===== config.mk =====
export PLATFORM = sky130hd
export DESIGN_NAME = fp_to_dec
export DESIGN_NICKNAME = d
export VERILOG_FILES = /design/src/rtl/fp_pkg.sv /design/src/rtl/fp_frac_digit.sv /design/src/rtl/fp_to_dec.sv
export SDC_FILE = /design/constraint.sdc
export NUM_CORES = 1
export LEC_CHECK = 0
export ABC_AREA = 0
export CORE_MARGIN = 2
export CORE_UTILIZATION = 23
export CTS_CLUSTER_DIAMETER = 80
export DETAILED_ROUTE_END_ITERATION = 8
export HOLD_SLACK_MARGIN = 0.02
export PLACE_DENSITY = 0.36
export SYNTH_ARGS = -nofsm -noshare
export SYNTH_HDL_FRONTEND = slang
export SYNTH_SLANG_ARGS = --single-unit
export TNS_END_PERCENT = 50

===== constraint.sdc =====
create_clock -name clk -period 8.5 [get_ports clk]
set_input_delay 2.55 -clock clk [delete_from_list [all_inputs] [get_ports clk]]
set_output_delay 2.55 -clock clk [all_outputs]
set_load 0.05 [all_outputs]

===== src/rtl/fp_pkg.sv =====
// Shared definitions for the float-to-decimal converter: IEEE754 single field layout,
// FSM state encoding and field-extract helpers.
package fp_pkg;

  localparam int EXP_BIAS        = 127;
  localparam int EXP_W           = 8;
  localparam int MANT_W          = 23;
  localparam int FRAC_DIGITS_DEF = 4;

  typedef enum logic [1:0] {
    IDLE  = 2'd0,
    ALIGN = 2'd1,
    FRAC  = 2'd2,
    DONE  = 2'd3
  } state_t;

  function automatic logic get_sign(input logic [31:0] w);
    return w[31];
  endfunction

  function automatic logic [EXP_W-1:0] get_exp(input logic [31:0] w);
    return w[30:23];
  endfunction

  // Significand with the hidden leading one restored.
  function automatic logic [MANT_W:0] get_mant(input logic [31:0] w);
    return {1'b1, w[22:0]};
  endfunction

endpackage


===== src/rtl/fp_frac_digit.sv =====
// One decimal digit step: multiply a 0.32 binary fraction by ten, split off the
// integer digit and keep the remaining fraction.
module fp_frac_digit
  import fp_pkg::*;
(
  input  logic [31:0] frac_in,
  output logic [3:0]  digit,
  output logic [31:0] frac_out
);

  logic [35:0] prod_s;

  // x*10 as (x<<3)+(x<<1) keeps this a pair of adders instead of a multiplier.
  always_comb begin
    prod_s   = ({4'd0, frac_in} << 3) + ({4'd0, frac_in} << 1);
    digit    = prod_s[35:32];
    frac_out = prod_s[31:0];
  end

endmodule


===== src/rtl/fp_to_dec.sv =====
// Converts an IEEE754 single into sign, 32-bit integer magnitude and a fixed
// FRAC_DIGITS-digit decimal fraction, with fixed latency for every input.
module fp_to_dec
  import fp_pkg::*;
#(
  parameter int FRAC_DIGITS = FRAC_DIGITS_DEF
) (
  input  logic        clk,
  input  logic        reset,
  input  logic        in_valid,
  output logic        in_ready,
  input  logic [31:0] flt,
  output logic        out_valid,
  input  logic        out_ready,
  output logic        out_sign,
  output logic [31:0] out_int,
  output logic [13:0] out_frac,
  output logic        out_zero,
  output logic        out_ovf
);

  state_t      state_r, state_s;
  logic        sign_r;
  logic [7:0]  exp_r;
  logic [23:0] mant_r;
  logic [31:0] int_r, frac_r;
  logic [13:0] acc_r, acc_next_s;
  logic [7:0]  cnt_r;
  logic        last_s, is_zero_s, is_ovf_s, is_small_s;
  logic [5:0]  shamt_s;
  logic [63:0] aligned_s;
  logic [31:0] int_align_s, frac_align_s, frac_next_s;
  logic [3:0]  digit_s;

  fp_frac_digit u_digit (
    .frac_in  (frac_r),
    .digit    (digit_s),
    .frac_out (frac_next_s)
  );

  // State register; reset wins over any handshake on the same edge.
  always_ff @(posedge clk) begin
    if (reset) state_r <= IDLE;
    else       state_r <= state_s;
  end

  // Next-state logic.
  always_comb begin
    state_s = state_r;
    case (state_r)
      IDLE:    if (in_valid) state_s = ALIGN; else state_s = IDLE;
      ALIGN:   state_s = FRAC;
      FRAC:    if (last_s) state_s = DONE; else state_s = FRAC;
      DONE:    if (out_ready) state_s = IDLE; else state_s = DONE;
      default: state_s = IDLE;
    endcase
  end

  // Handshake outputs decoded straight from the state register.
  always_comb begin
    in_ready  = 1'b0;
    out_valid = 1'b0;
    case (state_r)
      IDLE:    in_ready  = 1'b1;
      DONE:    out_valid = 1'b1;
      default: begin
        in_ready  = 1'b0;
        out_valid = 1'b0;
      end
    endcase
  end

  // Value = F*2^(e-150); placing F at bit 40 of a 64-bit word gives 32.32 fixed point
  // after one right shift by 158-e, valid for 95 <= e <= 158.
  always_comb begin
    is_zero_s    = (exp_r == 8'd0);
    is_ovf_s     = (exp_r >= 8'd159);
    is_small_s   = (exp_r < 8'd95);
    shamt_s      = 6'd0;
    aligned_s    = 64'd0;
    int_align_s  = 32'd0;
    frac_align_s = 32'd0;
    if (is_zero_s) begin
      int_align_s  = 32'd0;
      frac_align_s = 32'd0;
    end else if (is_ovf_s) begin
      int_align_s  = 32'hFFFF_FFFF;
      frac_align_s = 32'd0;
    end else if (is_small_s) begin
      int_align_s  = 32'd0;
      frac_align_s = 32'd0;
    end else begin
      shamt_s      = 6'(8'd158 - exp_r);
      aligned_s    = {mant_r, 40'd0} >> shamt_s;
      int_align_s  = aligned_s[63:32];
      frac_align_s = aligned_s[31:0];
    end
  end

  // Decimal accumulator update and digit-count terminal condition.
  always_comb begin
    acc_next_s = (acc_r << 3) + (acc_r << 1) + {10'd0, digit_s};
    last_s     = (cnt_r == 8'(FRAC_DIGITS - 1));
  end

  // Datapath registers; outputs load only when the last digit completes.
  always_ff @(posedge clk) begin
    if (reset) begin
      sign_r   <= 1'b0;
      exp_r    <= 8'd0;
      mant_r   <= 24'd0;
      int_r    <= 32'd0;
      frac_r   <= 32'd0;
      acc_r    <= 14'd0;
      cnt_r    <= 8'd0;
      out_sign <= 1'b0;
      out_int  <= 32'd0;
      out_frac <= 14'd0;
      out_zero <= 1'b0;
      out_ovf  <= 1'b0;
    end else begin
      case (state_r)
        IDLE: begin
          if (in_valid) begin
            sign_r <= get_sign(flt);
            exp_r  <= get_exp(flt);
            mant_r <= get_mant(flt);
          end
        end
        ALIGN: begin
          int_r  <= int_align_s;
          frac_r <= frac_align_s;
          acc_r  <= 14'd0;
          cnt_r  <= 8'd0;
        end
        FRAC: begin
          frac_r <= frac_next_s;
          acc_r  <= acc_next_s;
          cnt_r  <= cnt_r + 8'd1;
          if (last_s) begin
            out_sign <= is_zero_s ? 1'b0 : sign_r;
            out_int  <= int_r;
            out_frac <= acc_next_s;
            out_zero <= is_zero_s;
            out_ovf  <= is_ovf_s;
          end
        end
        default: begin
          cnt_r <= cnt_r;
        end
      endcase
    end
  end

endmodule


==> flow_summary.toml <==
[synthesis]
synth_compound_area_frac = 0.2499
ys.flop_type = "dfxtp_1"
ys_async_sr_fraction = 0
yosysWarnings = 0
ys_seq_area_frac = 0.3166
syn_area_mm2 = 0.01069
synthMuxAreaShare = 0.08417
avgSynthCellArea_um2 = 8.128
synth_top_family_by_area = "compound AO/OA/AOI/OAI gates"
syn_inst = 1315
synth_edf_count = 0
syn-num-nets = 1414
yosys.area_share.simple = 0.1894
synth.ff_latch_count = 169
synth_xor_area_frac = 0.03430
synthAdderAreaFrac = 0.07586
synthDistinctLibCells = 90

[outcome]
status = "finished clean"

[timing]
setup-tns-final_ns = 0
hold_violations = 0
min_period_over_period = 0.6326
finalClockSkew_ns = 0.01513
rsz0062_at_grt = "no"
finalCriticalPeriod_ns = 5.377
slew_viol_final = 0
layout_setup_ws_ns = 3.123
tightest_slew_ns = 1.166
fmax_ghz = 0.1860
timing.hold.ws_ns = 0.4522
max_slew_margin = 0.2229
setup_viol = 0

[cells_and_area]
final_cells = 1963
final_layout_size_suffix_gt1_frac = 0.08223
layout.nets = 1449
fillers = 4961
layout-area-overhead-vs-synth_pct = 17.21
design_area_mm2 = 0.01253

[placed_design]
dpl.hpwl_mm = 27.08
io_buffer_count = 86
pre_cts_ws_ns = 3.141
place_congestion = 0.8424
dp_cells = 1931
placed_area_mm2 = 0.01197

[clock_network]
tritoncts = "yes"
insertion_delay_ns = 0.47
postCtsHoldBufs = 0
cts.sinks = 169
post_cts_buffers = 0
cts.path.max_buffers = 2
cts-htree-levels = 4
cts_resized = 0
cts_buffers = 17
clk_pin_slew_ns = 0.07
cts_root_buffer = "clkbuf_16"

[routing]
post_drt_wl_per_cell_um = 18.62
antenna_left = 0
vias = 9654
drc_errors = 0
vias_per_cell = 4.918
drt_iter0_drc = 864
drt_wl_total_mm = 36.55
drt-pass1-iter-count = 5

[floorplanning]
die_w_um = 219.6
io_pins = 87
rows = 78
core_area_mm2 = 0.04558
die_area_mm2 = 0.04821
floorplan.initialDensity = 0.2345
fp.dieH_um = 219.6

[worst_setup_path]
startpoint_type = "flip-flop"
worstSetupPathType = "flip-flop to flip-flop"
arrival_ns = 5.70
crit_path_max_fanout = 5
r2r_slack_ns = 3.12
critPathCaptureType = "flip-flop"
worstPathRequired_ns = 8.83

[global_route]
gr-usage-all-layers = 0.1546
grt_pass1_wl_mm = 56.26
grt_max_degree = 65
antenna_found_initial = 0
grt_pass1_vias = 9202
overflow = 0

[power]
p_leak_nw = 4.505
power_density_mw_per_mm2 = 169.8
ir_drop_mv = 0.1129

[flow_run]
drv_cap = 0

[hold_path]
hold_path.class = "flip-flop to flip-flop"
-- area by class of cell --
type                            count  area (µm²)  area share
Clock inverter                      6       65.06    0.005194
Timing Repair Buffer              100       963.4     0.07691
Multi-Input combinational cell   1035        6775      0.5409
Clock buffer                       25       485.5     0.03875
Sequential cell                   169        3383      0.2701
Antenna cell                        1       2.502   0.0001998
Tap cell                          600       750.7     0.05993
Inverter                           27       101.3    0.008090
-- cells in the final DEF (no fill, tap or decap), drive strengths merged, types with 4 or more instances in the layout --
| master | instances |
|---|---|
| a211o | 4 |
| a211oi | 14 |
| a21o | 18 |
| a21oi | 161 |
| a221oi | 9 |
| a22o | 14 |
| a22oi | 26 |
| a311oi | 7 |
| a31oi | 11 |
| a32oi | 8 |
| and4 | 4 |
| buf | 15 |
| clkbuf | 25 |
| clkdlybuf4s50 | 85 |
| clkinv | 5 |
| dfxtp | 169 |
| ha | 60 |
| inv | 26 |
| mux2 | 16 |
| mux2i | 20 |
| mux4 | 21 |
| nand2 | 239 |
| nand2b | 6 |
| nand3 | 32 |
| nand4 | 8 |
| nor2 | 128 |
| nor2b | 5 |
| nor3 | 21 |
| o211ai | 12 |
| o21ai | 80 |
| o21bai | 7 |
| o221ai | 4 |
| o22ai | 6 |
| or3 | 11 |
| xnor2 | 21 |
| xor2 | 17 |
-- Yosys cell counts, drive strengths merged (9+ instances only) --
library cell	number	area [µm²]
a211oi	14	125.1
a21o	18	136.4
a21oi	161	832.1
a221oi	9	103.9
a22o	14	122.6
a22oi	26	205.2
a31oi	11	81.32
buf	31	231.5
clkbuf	53	198.9
dfxtp	169	3383
ha	60	750.7
inv	25	93.84
mux2	16	191.4
mux2i	20	212.7
mux4	21	495.5
nand2	239	897.1
nand3	32	172.7
nor2	128	488.0
nor3	21	110.1
o211ai	12	108.9
o21ai	80	404.1
or3	11	68.82
xnor2	21	198.9
xor2	17	167.7
-- final timing paths --
path,endpoint,cells after the start,start
setup reg to reg,acc_r[11],21,frac_r[2]
hold / removal,out_int[29],2,int_r[29]
setup / recovery,acc_r[11],21,frac_r[2]
hold reg to reg,out_int[29],2,int_r[29]
-- registers in the layout (all words and copies together) (netlist names) --
name,flops
frac_r,32
cnt_r,8
out_zero,1
mant_r,24
exp_r,8
out_sign,1
out_int,32
int_r,32
state_r,2
acc_r,13
sign_r,1
out_frac,14
out_ovf,1
-- cell families after synthesis --
logic type	Yosys count
AO/OA/AOI/OAI	407
XOR/XNOR	38
adder cells (fa/ha/maj)	63
buffers and inverters	111
flip-flops	169
multiplexers	57
AND/OR/NAND/NOR	470
-- power breakdown --
part	leakage, nW	switching (mW)	internal [mW]
Clock	0.268	0.345	0.425
Combinational	2.87	0.318	0.177
Sequential	1.37	0.0380	0.823
Total	4.51	0.701	1.43
-- per-layer routing --
| metal | vias up | track usage | wire length, µm | part of all wire |
|---|---|---|---|---|
| li1 | 4808 | - | - | - |
| met1 | 4612 | 0.2258 | 18790 | 0.51 |
| met2 | 207 | 0.2298 | 15770 | 0.43 |
| met3 | 27 | 0.02761 | 1436 | 0.039 |
| met4 | 0 | 0.04459 | 546 | 0.015 |
| met5 | - | 0 | 0 | 0 |
-- through the flow --
step	util	power, mW
detailed placement	0.2627	1.371
global route	0.2748	2.244
global placement	0.2627	1.376
floorplan	-	1.225
finish	0.2749	2.127
CTS	0.2748	2.159
-- critical path: stages (launching register included) --
cell and delay [ns]:
dfxtp_1 0.33, ha_1 0.25, fa_1 0.44, a211oi_2 0.27
o21ai_1 0.13, a21oi_2 0.23, a31oi_2 0.20, o211ai_2 0.31
o21ai_1 0.19, a211o_1 0.33, nand3_1 0.11, fa_1 0.46
inv_1 0.08, ha_1 0.22, a21o_1 0.18, a21oi_1 0.22
o21ai_0 0.15, a2111o_1 0.46, a41oi_1 0.33, xnor2_1 0.14
a22oi_1 0.15, nor2_1 0.05
Power figures use the tool's default switching activity.
